==> src/rtl/mem_stage_pkg.sv <==
// Shared bus layouts between the EXE, MEM, WB and ID stages.
// Struct field order is MSB->LSB on the wire, so the packed structs define the offsets.
package mem_stage_pkg;

    localparam int ES_TO_MS_BUS_W = 214;
    localparam int MS_TO_WS_BUS_W = 206;
    localparam int MS_FWD_BUS_W   = 39;

    // Bit positions inside ld_op {ld_b, ld_bu, ld_h, ld_hu, ld_w}
    localparam int LD_B  = 4;
    localparam int LD_BU = 3;
    localparam int LD_H  = 2;
    localparam int LD_HU = 1;
    localparam int LD_W  = 0;

    typedef struct packed {
        logic        mem_re;
        logic        mem_we;
        logic        rdcntid;
        logic [31:0] bad_addr;
        logic        has_int;
        logic [3:0]  ex_op;
        logic [31:0] rj;
        logic [31:0] rkd;
        logic [33:0] csr_data;
        logic [4:0]  ld_op;
        logic        res_from_mem;
        logic        gr_we;
        logic [4:0]  dest;
        logic [31:0] result;
        logic [31:0] pc;
    } es_to_ms_t;

    typedef struct packed {
        logic        rdcntid;
        logic [31:0] bad_addr;
        logic        has_int;
        logic [3:0]  ex_op;
        logic [31:0] rj;
        logic [31:0] rkd;
        logic [33:0] csr_data;
        logic        gr_we;
        logic [4:0]  dest;
        logic [31:0] final_result;
        logic [31:0] pc;
    } ms_to_ws_t;

    typedef struct packed {
        logic        fwd_valid;
        logic        fwd_loading;
        logic [4:0]  dest;
        logic [31:0] final_result;
    } ms_fwd_t;

endpackage

==> src/rtl/mem_stage_align.sv <==
// Load data extraction: picks the addressed byte/halfword and sign- or zero-extends it.
module load_align
    import mem_stage_pkg::*;
(
    input  logic [4:0]  ld_op,
    input  logic [1:0]  a,
    input  logic [31:0] rdata,
    output logic [31:0] load_data
);

    logic signed [7:0]  byte_sel;
    logic signed [15:0] half_sel;
    logic signed [31:0] byte_sext;
    logic signed [31:0] half_sext;

    always_comb begin
        byte_sel = rdata[7:0];
        case (a)
            2'd0: byte_sel = rdata[7:0];
            2'd1: byte_sel = rdata[15:8];
            2'd2: byte_sel = rdata[23:16];
            2'd3: byte_sel = rdata[31:24];
            default: byte_sel = rdata[7:0];
        endcase
        half_sel  = a[1] ? rdata[31:16] : rdata[15:0];
        byte_sext = 32'(byte_sel);
        half_sext = 32'(half_sel);

        load_data = rdata;
        if (ld_op[LD_B])       load_data = byte_sext;
        else if (ld_op[LD_BU]) load_data = {24'd0, byte_sel};
        else if (ld_op[LD_H])  load_data = half_sext;
        else if (ld_op[LD_HU]) load_data = {16'd0, half_sel};
        else if (ld_op[LD_W])  load_data = rdata;
    end

endmodule

==> src/rtl/mem_stage.sv <==
// MEM pipeline stage: waits for the data SRAM response of loads/stores, aligns load data,
// and discards responses that belong to entries killed by a WB flush.
module mem_stage
    import mem_stage_pkg::*;
(
    input  logic                      clk,
    input  logic                      reset,
    input  logic                      es_to_ms_valid,
    input  logic [ES_TO_MS_BUS_W-1:0] es_to_ms_bus,
    output logic                      ms_allowin,
    input  logic                      ws_allowin,
    output logic                      ms_to_ws_valid,
    output logic [MS_TO_WS_BUS_W-1:0] ms_to_ws_bus,
    input  logic                      data_sram_data_ok,
    input  logic [31:0]               data_sram_rdata,
    input  logic                      wb_ex,
    input  logic                      wb_ertn,
    output logic                      mem_ex,
    output logic                      mem_ertn,
    output logic                      out_ms_valid,
    output logic [MS_FWD_BUS_W-1:0]   ms_fwd_bus
);

    function automatic logic [1:0] sat_drop(input logic [1:0] cnt, input logic [1:0] up,
                                            input logic down);
        logic [2:0] sum;
        sum = {1'b0, cnt} + {1'b0, up} - {2'b00, down};
        return (sum > 3'd2) ? 2'd2 : sum[1:0];
    endfunction

    es_to_ms_t   es_in;
    es_to_ms_t   entry_p1;
    ms_to_ws_t   ms_out;
    ms_fwd_t     fwd;
    logic        vld_p1;
    logic        got_p1;
    logic [31:0] rdata_buf_p1;
    logic [1:0]  drop_cnt;

    logic        flush;
    logic        is_mem;
    logic        ok_live;
    logic        take_rdata;
    logic        ms_ready_go;
    logic        leave;
    logic        in_mem;
    logic [1:0]  drop_inc;
    logic        drop_dec;
    logic [31:0] load_word;
    logic [31:0] load_data;
    logic [31:0] final_result;

    assign es_in      = es_to_ms_bus;
    assign flush      = wb_ex | wb_ertn;
    assign is_mem     = entry_p1.mem_re | entry_p1.mem_we;
    assign ok_live    = data_sram_data_ok & (drop_cnt == 2'd0);
    assign take_rdata = vld_p1 & is_mem & ~got_p1 & ok_live;

    assign ms_ready_go    = ~is_mem | got_p1 | ok_live;
    assign ms_allowin     = ~vld_p1 | (ms_ready_go & ws_allowin);
    assign ms_to_ws_valid = vld_p1 & ms_ready_go;
    assign leave          = ms_to_ws_valid & ws_allowin;
    assign in_mem         = es_to_ms_valid & ms_allowin & (es_in.mem_re | es_in.mem_we);

    // On flush, every request whose response will never be consumed is counted as owed
    assign drop_inc = flush ? (2'(vld_p1 & is_mem & ~got_p1 & ~ok_live) + 2'(in_mem)) : 2'd0;
    assign drop_dec = data_sram_data_ok & (drop_cnt != 2'd0);

    always_ff @(posedge clk) begin
        if (reset) begin
            vld_p1   <= 1'b0;
            got_p1   <= 1'b0;
            drop_cnt <= 2'd0;
        end else begin
            if (flush)           vld_p1 <= 1'b0;
            else if (ms_allowin) vld_p1 <= es_to_ms_valid;

            if (flush | leave)   got_p1 <= 1'b0;
            else if (take_rdata) got_p1 <= 1'b1;

            drop_cnt <= sat_drop(drop_cnt, drop_inc, drop_dec);
        end
    end

    always_ff @(posedge clk) begin
        if (es_to_ms_valid & ms_allowin & ~flush) entry_p1 <= es_in;
        if (take_rdata) rdata_buf_p1 <= data_sram_rdata;
    end

    // ---- stage p1 output: align and select result ----
    assign load_word = got_p1 ? rdata_buf_p1 : data_sram_rdata;

    load_align u_load_align (
        .ld_op     (entry_p1.ld_op),
        .a         (entry_p1.result[1:0]),
        .rdata     (load_word),
        .load_data (load_data)
    );

    assign final_result = entry_p1.res_from_mem ? load_data : entry_p1.result;

    always_comb begin
        ms_out.rdcntid      = entry_p1.rdcntid;
        ms_out.bad_addr     = entry_p1.bad_addr;
        ms_out.has_int      = entry_p1.has_int;
        ms_out.ex_op        = entry_p1.ex_op;
        ms_out.rj           = entry_p1.rj;
        ms_out.rkd          = entry_p1.rkd;
        ms_out.csr_data     = entry_p1.csr_data;
        ms_out.gr_we        = entry_p1.gr_we;
        ms_out.dest         = entry_p1.dest;
        ms_out.final_result = final_result;
        ms_out.pc           = entry_p1.pc;
    end

    assign ms_to_ws_bus = ms_out;

    assign mem_ex       = vld_p1 & ((entry_p1.ex_op != 4'd0) | entry_p1.has_int | entry_p1.csr_data[30]);
    assign mem_ertn     = vld_p1 & entry_p1.csr_data[31];
    assign out_ms_valid = vld_p1;

    assign fwd.fwd_valid    = vld_p1 & entry_p1.gr_we & (entry_p1.dest != 5'd0);
    assign fwd.fwd_loading  = fwd.fwd_valid & entry_p1.res_from_mem & ~ms_ready_go;
    assign fwd.dest         = entry_p1.dest;
    assign fwd.final_result = final_result;
    assign ms_fwd_bus       = fwd;

endmodule

==> config.mk <==
export PLATFORM = sky130hd
export DESIGN_NAME = mem_stage
export DESIGN_NICKNAME = d
export VERILOG_FILES = /design/src/rtl/mem_stage_pkg.sv /design/src/rtl/mem_stage_align.sv /design/src/rtl/mem_stage.sv
export SDC_FILE = /design/constraint.sdc
export NUM_CORES = 1
export LEC_CHECK = 0
export ABC_CLOCK_PERIOD_IN_PS = 23400
export BUFFER_PORTS_ARGS = -buffer_cell sky130_fd_sc_hd__buf_2
export CORE_AREA = 2 2 193 195
export CTS_BUF_LIST = sky130_fd_sc_hd__clkbuf_4 sky130_fd_sc_hd__clkbuf_8 sky130_fd_sc_hd__clkbuf_16
export DETAILED_ROUTE_END_ITERATION = 10
export DIE_AREA = 0 0 195 197
export GPL_TIMING_DRIVEN = 1
export PLACE_DENSITY = 0.66
export SLEW_MARGIN = 40
export SYNTH_ARGS = -nofsm -noshare
export SYNTH_HDL_FRONTEND = slang
export SYNTH_SLANG_ARGS = --single-unit
==> constraint.sdc <==
create_clock -name clk -period 23.4 [get_ports clk]
set_clock_uncertainty 0.15 [all_clocks]
set_input_delay 1.17 -clock clk [delete_from_list [all_inputs] [get_ports clk]]
set_output_delay 1.17 -clock clk [all_outputs]
set_load 0.005 [all_outputs]
## Word-level counts from Yosys, hierarchy flattened

Cells that the tools add are included.

| cells by class | value |
|---|---|
| $add $sub $neg | 3 |
| magnitude comparators | 1 |
| eq/ne operators | 3 |
| multiplexer cells | 10 |
| bitwise gates (word level) | 36 |
| reductions and logical operators | 8 |

Operators with widths:

| cell | count |
|---|---|
| two-way mux 32 bit | 6 |
| case mux 8 bit (4 select lines) | 1 |
| bitwise AND 1 bit | 18 |
| two-way mux 16 bit | 1 |
| bitwise OR 1 bit | 9 |
| OR reduction 2 bit | 3 |
| inverter 1 bit | 5 |
| nonzero test 5 bit | 1 |
| == test 2 bit (second input constant) | 2 |
| zero test 2 bit | 2 |
| two-way mux 2 bit | 2 |
| inverter 1 -> 2 bit | 2 |
| nonzero test 4 bit | 1 |
| adder 2 x 2 -> 3 bit | 1 |
| > comparator 3 x 2 -> 1 bit (second input constant) | 1 |
| subtractor 3 x 1 -> 3 bit | 1 |
| adder 2 x 1 -> 2 bit | 1 |
| bitwise AND 1 x 2 -> 2 bit | 1 |
| bitwise AND 2 bit | 1 |
| == test 2 x 1 -> 1 bit (second input constant) | 1 |
| nonzero test 2 bit | 1 |

| storage, ports and cells | value |
|---|---|
| register bits | 250 |
| bits of input ports | 253 |
| output and inout bits | 250 |
| word-level logic and storage cells | 81 |

## Logic depth before layout (Yosys ltp)

Gate-level depths: netlist of run 1.

| depth | value |
|---|---|
| depth in word-level cells | 14 |
| gate-level depth with buffers | 13 |

## Modules after synthesis

From an unflattened synthesis of run 1, not the netlist that was laid out.

| unflattened totals | value |
|---|---|
| cell total of the unflattened synthesis | 697 |
| area total of the unflattened synthesis | 10891.7 um^2 |

Modules (own cells, without submodules):

| module | times used | cells each | area an instance (um^2) | sequential area each (um^2) |
|---|---|---|---|---|
| mem_stage | 1 | 572 | 10094.7 | 7467.2 |
| load_align | 1 | 125 | 797.0 | 0.0 |

## Least setup slack after synthesis of run 1

Ideal clock, no wire load.

| timing | value |
|---|---|
| path kind | input port to flip-flop |
| start point | input data_sram_data_ok |
| end point | register entry_p1[212] (netlist bit), enable pin |
| setup time | 1392 ps |
| arrival | 23648 ps |
| data required time | 21858 ps |
| setup slack | -1790 ps |
| cell stages on the path | 4 |
| buffers on the path | 0 |
| path through | nor3b_1 -> nor3_1 -> o21ai_0 -> nor4b_1 |

| between the ends | value |
|---|---|
| longest elaborated chain between the ends | 6 |

Ends and longest elaborated chain:

| what | RTL line | source |
|---|---|---|
| from (decl) | mem_stage.sv:14 | `input logic data_sram_data_ok,` |
| bitwise AND 1 bit | mem_stage.sv:56 | `assign ok_live = data_sram_data_ok & (drop_cnt == 2'd0);` |
| bitwise OR 1 bit | mem_stage.sv:59 | `assign ms_ready_go = ~is_mem \| got_p1 \| ok_live;` |
| bitwise AND 1 bit | mem_stage.sv:60 | `assign ms_allowin = ~vld_p1 \| (ms_ready_go & ws_allowin);` |
| bitwise OR 1 bit | mem_stage.sv:60 |  |
| via ms_allowin | mem_stage.sv:10 | `output logic ms_allowin,` |
| bitwise AND 1 bit (2 in series) | mem_stage.sv:86 | `if (es_to_ms_valid & ms_allowin & ~flush) entry_p1 <= es_in;` |
| to (signal assigned) | mem_stage.sv:86 |  |
| to (decl) | mem_stage.sv:32 | `es_to_ms_t entry_p1;` |

The timed path passes the listed nets, and every way through them passes these cells.
A chain may end at the register's enable or synchronous reset.

## Worst setup path after layout of run 1

| timing | value |
|---|---|
| start point | register got_p1 |
| end point | output ms_fwd_bus[23] |

| between the ends | value |
|---|---|
| longest elaborated chain between the ends | 6 |
| elaborated cells on any way between the ends | 8 |
| classes of those cells | 8 x mux |

Ends and longest elaborated chain:

| what | RTL line | source |
|---|---|---|
| from (decl) | mem_stage.sv:36 | `logic got_p1;` |
| from (signal assigned) | mem_stage.sv:72 | `got_p1 <= 1'b0;` |
| from (signal assigned) | mem_stage.sv:78 | `if (flush \| leave) got_p1 <= 1'b0;` |
| from (signal assigned) | mem_stage.sv:79 | `else if (take_rdata) got_p1 <= 1'b1;` |
| two-way mux 32 bit * | mem_stage.sv:91 | `assign load_word = got_p1 ? rdata_buf_p1 : data_sram_rdata;` |
| two-way mux 32 bit / two-way mux 16 bit (equally long branches) | mem_stage_align.sv:33, mem_stage_align.sv:25 |  |
| two-way mux 32 bit | mem_stage_align.sv:32 | `else if (ld_op[LD_H]) load_data = half_sext;` |
| two-way mux 32 bit | mem_stage_align.sv:31 | `else if (ld_op[LD_BU]) load_data = {24'd0, byte_sel};` |
| two-way mux 32 bit * | mem_stage_align.sv:30 | `if (ld_op[LD_B]) load_data = byte_sext;` |
| two-way mux 32 bit * | mem_stage.sv:100 | `assign final_result = entry_p1.res_from_mem ? load_data : entry_p1.result;` |
| to (decl) | mem_stage.sv:21 | `output logic [MS_FWD_BUS_W-1:0] ms_fwd_bus` |

Mark *: on every way between the ends. The rest lies on a longest branch, timed or not.

==> results of run 1 <==
-- worst max-delay path, stage by stage (launching register included) --
cell and delay, ns:
dfxtp_2 0.35, buf_4 0.47, mux2_2 0.42, mux4_2 0.51, a2bb2oi_4 0.57, a31oi_1 0.28
buf_2 0.21
-- how the worst min path moves through the flow --
stage / end / start / slack (ns)
4_1_cts: got_p1 / got_p1 / 0.36
2_1_floorplan: got_p1 / out_ms_valid / 0.41
5_1_grt: got_p1 / got_p1 / 0.40
6_report: got_p1 / got_p1 / 0.36
3_3_place_gp: got_p1 / got_p1 / 0.34
3_5_place_dp: got_p1 / got_p1 / 0.35
-- cell usage after synthesis, types with 3 or more instances --
master    count
a21oi_1       5
a31o_2        5
a31oi_1      24
a32oi_1       5
buf_2         3
buf_4       211
clkbuf_1     14
dfxtp_1       4
edfxtp_1    245
ha_1          4
inv_1         5
mux2_2       17
mux2i_1      16
mux4_2        4
nand2_1      30
nor2_1       34
nor2b_1       6
nor3b_1       6
o211ai_1      9
o21ai_0       8
-- logic make-up after synthesis --
logic type	after synthesis
multiplexers	39
buffers and inverters	235
XOR/XNOR	1
AND/OR/NAND/NOR	89
AO/OA/AOI/OAI	69
adder cells (fa/ha/maj)	5
flip-flops	249
-- cell type report --
cell class              count  area [sq um]  area share (%)
multi-input cells         203          1500            11.5
well taps                 468           586            4.47
diodes                      3          7.51          0.0573
inverters                   5          18.8           0.143
clock inverters            22           194            1.48
clock buffers              34           781            5.96
repair buffers            510          2580            19.7
flip-flops and latches    249          7440            56.7
-- routing by layer --
metal  track usage [%]  up-vias
li1                  -     2948
met1              16.0     3116
met2              26.1      334
met3              5.44       49
met4              4.61        8
met5                 0        -
-- where the power goes --
group          internal [mW]  total (mW)  leakage (nW)  switching, mW
combinational         0.0362      0.0750          2.51         0.0388
clock                  0.263       0.451         0.484          0.188
sequential             0.506       0.511          2.28        0.00495
total                  0.805        1.04          5.27          0.232
-- state kept, by name, summed over array words and instances, names as in the netlist --
| signal | cells |
|---|---|
| rdata_buf_p1 | 32 |
| entry_p1 | 39 |
| got_p1 | 1 |
| ms_fwd_bus | 5 |
| ms_to_ws_bus | 169 |
| out_ms_valid | 1 |
| drop_cnt | 2 |
-- stage by stage --
stage / worst slack [ns] / std cells / cell area, sq um
global route: 18.54 / 1492 / 13100
finish: 18.68 / 1494 / 13100
floorplan: 9.03 / 687 / 10600
global placement: 18.95 / 1435 / 12100
CTS: 18.64 / 1491 / 13100
detailed placement: 18.93 / 1435 / 12100
==> impl_metrics.json, run 1 <==
{
  "syn_inst": 687,
  "io_buffers": 501,
  "cts_setup_buffers": 0,
  "insertion_delay_ns": 0.57,
  "rows": 70,
  "grt_max_degree": 71,
  "synth_fp_nets": 945,
  "root_buffer": "clkbuf_16",
  "ys.flop_type": "edfxtp_1",
  "dieArea_sq_mm": 0.0384,
  "r2r_slack_ns": 19.86,
  "rr_worst_depth": 6,
  "critPathLaunchType": "flip-flop",
  "antenna_left": 0,
  "fillerInstances": 3561,
  "yosysTopAreaCellShare_pct": 69.4,
  "worst_ep_arrival_time_ns": 3.40,
  "grt_pass1_wl_um": 41800,
  "viasPerCell": 4.32,
  "start_util_pct": 29.2,
  "synth_seq_area_share_pct": 70.2,
  "async_flop_share_pct": 0,
  "die_w_um": 195,
  "crit_end": "ms_fwd_bus[23]",
  "clk_pin_slew_worst_paths_ns": 0.06,
  "hold-worst-slack_ns": 0.361,
  "synthAdderAreaFrac_pct": 0.661,
  "rr_endpoint": "ms_to_ws_bus[165]",
  "grt_pass1_vias": 6569,
  "drc": 0,
  "peakVddDrop_mv": 0.0830,
  "drt_wl_total_um": 29300,
  "cts_buffers": 30,
  "cts_buffer_depth": 3,
  "crit_type": "reg -> out",
  "dr_wl_met3_um": 2720,
  "fin_crit_ns": 4.72,
  "nets": 1257,
  "required_ns": 22.08,
  "routedWlPerCell_um": 19.6,
  "coreArea_sq_mm": 0.0363,
  "worstMarginPinSlew_ns": 0.806,
  "power_leakage_nw": 5.27,
  "rsz0062_at_grt": "no",
  "crit_fanout": 35,
  "critPathLaunch": "got_p1",
  "dp_hpwl_um": 22600,
  "totalPowerFinal_mw": 1.04,
  "synth_compound_area_share_pct": 4.76,
  "most-common-layout-cells": "buf_2, edfxtp_1, nor2_1",
  "die_h_um": 197,
  "ctsHtreeMaxLevel": 1,
  "final_util_pct": 36.1,
  "p_per_area_mw_per_mm2": 79.1,
  "worstReg2RegStart": "drop_cnt[1]",
  "synth_edf_count": 245,
  "yosys.area_share.simple_pct": 3.86,
  "final.setup.tns_ns": 0,
  "synth_top_family_by_area": "buffers and inverters",
  "max-slew-margin-rel_pct": 46.3,
  "status": "finished clean",
  "cts-resized-gates": 0,
  "first_iter_violations": 257,
  "drv_cap": 0,
  "grt-ovfl-total": 0,
  "slew_viol_final": 0,
  "yosysWarningCount": 0,
  "cts_sinks": 249,
  "final_common_cell": "buf_2",
  "hp-class": "reg -> reg",
  "synth_xor_area_share_pct": 0.0827,
  "fmax_ghz": 0.212,
  "avgSynthCellArea_sq_um": 15.4,
  "layout-drive-gt1-share_pct": 58.2,
  "gp_congestion": 0.820,
  "cts_tree": "done",
  "setup_viol": 0,
  "routed.top_layer": "met5",
  "hold_buffers": 0,
  "area_growth_pct": 23.7,
  "crit_path_end_kind": "primary output",
  "synth_top_cell_by_area": "edfxtp_1",
  "min_path_cells": 2,
  "hold_viol": 0,
  "first_pass_iters": 4,
  "met1_length_um": 10400,
  "finalCritPeriodShare_pct": 20.2,
  "ys_ff_latch": 249,
  "io_pins": 503,
  "grt_antenna_before_repair": 9,
  "met2_length_um": 15300,
  "yosys-top-cells-area": "edfxtp_1, buf_4, mux2_2",
  "routed-via-count": 6455,
  "grt_use_total_pct": 14.6,
  "synthMuxAreaShare_pct": 4.45,
  "synthesis.area_sq_mm": 0.0106,
  "synth_cell_type_count": 45
}
(Power assumes the default switching activity.)
==> run 2, diff against run 1 <==
--- a/config.mk
+++ b/config.mk
@@ -5,12 +5,13 @@
 export SDC_FILE = /design/constraint.sdc
 export NUM_CORES = 1
 export LEC_CHECK = 0
-export ABC_CLOCK_PERIOD_IN_PS = 23400
+export ABC_AREA = 1
+export ABC_CLOCK_PERIOD_IN_PS = 3800
 export BUFFER_PORTS_ARGS = -buffer_cell sky130_fd_sc_hd__buf_2
-export CORE_AREA = 2 2 193 195
+export CORE_AREA = 2 2 196 198
 export CTS_BUF_LIST = sky130_fd_sc_hd__clkbuf_4 sky130_fd_sc_hd__clkbuf_8 sky130_fd_sc_hd__clkbuf_16
 export DETAILED_ROUTE_END_ITERATION = 10
-export DIE_AREA = 0 0 195 197
+export DIE_AREA = 0 0 198 200
 export GPL_TIMING_DRIVEN = 1
 export PLACE_DENSITY = 0.66
 export SLEW_MARGIN = 40
==> constraint.sdc (replaced) <==
create_clock -name clk -period 3.8 [get_ports clk]
set_clock_uncertainty 0.15 [all_clocks]
set_input_delay 0.19 -clock clk [delete_from_list [all_inputs] [get_ports clk]]
set_output_delay 0.19 -clock clk [all_outputs]
set_load 0.005 [all_outputs]
==> impl_metrics.json, run 2 <==
{
  "synth_seq_area_share_pct": 66.9,
  "hold_viol": 0,
  "grt_pass1_vias": 8532,
  "finalCritPeriodShare_pct": 81.2,
  "coreArea_sq_mm": 0.0374,
  "syn_inst": 896,
  "async_flop_share_pct": 0,
  "die_w_um": 198,
  "layout-drive-gt1-share_pct": 41.4,
  "avgSynthCellArea_sq_um": 12.4,
  "fillerInstances": 3431,
  "yosysTopAreaCellShare_pct": 66.1,
  "path_cells": "inv_1, nand3_1, nand2_2, nand2_2, nand2_2, nand2_2, dlygate4sd3_1, nand2_1, dlygate4sd3_1, nand2_1, dlygate4sd3_1, inv_1",
  "grt_pass1_wl_um": 52500,
  "fin_area_sq_mm": 0.0162,
  "crit_path_max_incr_delay_ns": 0.57,
  "crit_fanout": 3,
  "cp_top_family": "buffers and inverters",
  "drc": 0,
  "first_iter_violations": 445,
  "status": "finished clean",
  "start_util_pct": 29.7,
  "rsz0062_at_grt": "no",
  "synth_top_cell_by_area": "edfxtp_1",
  "grt_use_total_pct": 18.1,
  "slowest_stage": "dlygate4sd3_1",
  "cts-resized-gates": 0,
  "nets": 1713,
  "pre_cts_slack_ns": 0.894,
  "synth_edf_count": 245,
  "first_pass_iters": 5,
  "layoutNonFillerInstCount": 1989,
  "grt_max_degree": 144,
  "ys_ff_latch": 249,
  "viasPerCell": 4.14,
  "clk_pin_slew_worst_paths_ns": 0.05,
  "rr_worst_depth": 12,
  "cp.depth": 12,
  "yosys-top-cells-area": "edfxtp_1, buf_4, nand2_1",
  "final.setup.tns_ns": 0,
  "dp_hpwl_um": 26300,
  "ys.flop_type": "edfxtp_1",
  "root_buffer": "clkbuf_16",
  "synth.top_cells.by_count": "edfxtp_1, nand2_1, buf_4",
  "worst_ep_arrival_time_ns": 3.40,
  "drt_wl_total_um": 37400,
  "ctsHtreeMaxLevel": 1,
  "cts_sinks": 249,
  "setup_viol": 0,
  "critPathLaunchType": "flip-flop",
  "final_common_cell": "buf_2",
  "fin_crit_ns": 3.09,
  "synth_fp_nets": 1154,
  "cts_setup_buffers": 0,
  "rows": 71,
  "io_buffers": 501,
  "grt-ovfl-total": 0,
  "dp.cells": 1682,
  "crit_top_cell": "nand2_2",
  "routedWlPerCell_um": 18.8,
  "fmax_ghz": 0.324,
  "max-slew-margin-rel_pct": 59.6,
  "power_leakage_nw": 7.03,
  "hp-class": "in -> reg",
  "peakVddDrop_mv": 0.401,
  "synthesis.area_sq_mm": 0.0111,
  "cts_buffer_depth": 3,
  "routed-via-count": 8242,
  "crit_type": "reg -> reg",
  "largest_reg_flops": 169,
  "cts_tree": "done",
  "insertion_delay_ns": 0.56,
  "io_pins": 503,
  "yosysWarningCount": 0,
  "synth_cell_type_count": 35,
  "most-common-layout-cells": "buf_2, dlygate4sd3_1, edfxtp_1",
  "dieArea_sq_mm": 0.0396,
  "place_area_sq_mm": 0.0126,
  "cts_buffers": 29,
  "worstMarginPinSlew_ns": 0.602,
  "drv_cap": 0,
  "synth_most_common_cell": "edfxtp_1",
  "crit_path_end_kind": "flip-flop",
  "min_path_cells": 5,
  "area_growth_pct": 45.2,
  "slew_viol_final": 0,
  "grt_antenna_before_repair": 2,
  "p_per_area_mw_per_mm2": 422,
  "antenna_left": 0,
  "setup_ws_ns": 0.713,
  "gp_congestion": 0.851,
  "path_buf_inv": 5,
  "die_h_um": 200,
  "required_ns": 4.11
}
## run 2: cell types whose count changed in the layout (fill, tap and decap cells not counted), sizes merged, moves of 6 or more
cell         before  now
dlygate4sd3       0  252
or2               0    6
nor2             34   50
a31oi            24    1
nor3b             6    0
o21ai            10   26
mux2             19    0
nand3             0   10
inv               7   28
nand2            30  268
nor2b             6    0
mux2i            16    0
## run 2: final timing paths
| path | startpoint | endpoint | slack, ns |
|---|---|---|---|
| setup / recovery | drop_cnt[0] | out_ms_valid | 0.71 |
| hold reg to reg | drop_cnt[0] | drop_cnt[0] | 0.52 |
| hold / removal | wb_ex | ms_to_ws_bus[69] | 0.17 |
| setup reg to reg | drop_cnt[0] | out_ms_valid | 0.71 |
## run 2: layer usage
metal / vias up / share of wire [%] / track usage (%)
met2: 406 / 51 / 32.4
met4: 2 / 6.2 / 10.2
met3: 79 / 7.3 / 4.87
met5: - / 0.019 / 0
met1: 3854 / 36 / 19.3
li1: 3901 / - / -
## run 2: timing repair
action	4_1_cts	5_1_grt
endpoints found under the hold margin	249	0
hold buffers	252	0
setup endpoints to repair	0	0
## run 2: cell type report
| class | count | area (sq um) | share of cell area [%] |
|---|---|---|---|
| sequential | 249 | 7440 | 46.0 |
| multi-input combinational | 386 | 1830 | 11.3 |
| clock inverter | 19 | 238 | 1.47 |
| antenna | 1 | 2.50 | 0.0155 |
| inverter | 28 | 110 | 0.681 |
| tap | 511 | 639 | 3.96 |
| timing repair buffer | 761 | 5130 | 31.8 |
| clock buffer | 34 | 763 | 4.72 |
## run 2: tightest hold or removal path: cells and delay by family
family / cells / cell delay [ns]
buffers and inverters: 3 / 0.39
and+or+nand+nor: 2 / 0.10
## run 2: metrics by stage
stage	util, %	total power [mW]	hold WS (ns)
after floorplan	-	3.52	0.112
after global placement	33.7	3.71	0.216
after detailed placement	33.7	3.73	0.218
after CTS	43.1	6.88	0.141
after global routing	43.2	7.06	0.156
final	43.2	6.82	0.170
## run 2: kinds of logic after synthesis
| family | Yosys count | share of synthesized area [%] |
|---|---|---|
| fa+ha+maj | 5 | 0.630 |
| compound gates | 43 | 2.14 |
| flops | 249 | 66.9 |
| simple gates | 338 | 13.4 |
| buf+inv | 261 | 17.0 |
## run 2: power breakdown
group | internal (mW) | total [mW] | switching [mW]
Combinational | 0.396 | 0.743 | 0.346
Sequential | 3.12 | 3.15 | 0.0334
Clock | 1.78 | 2.93 | 1.15
Total | 5.29 | 6.82 | 1.53
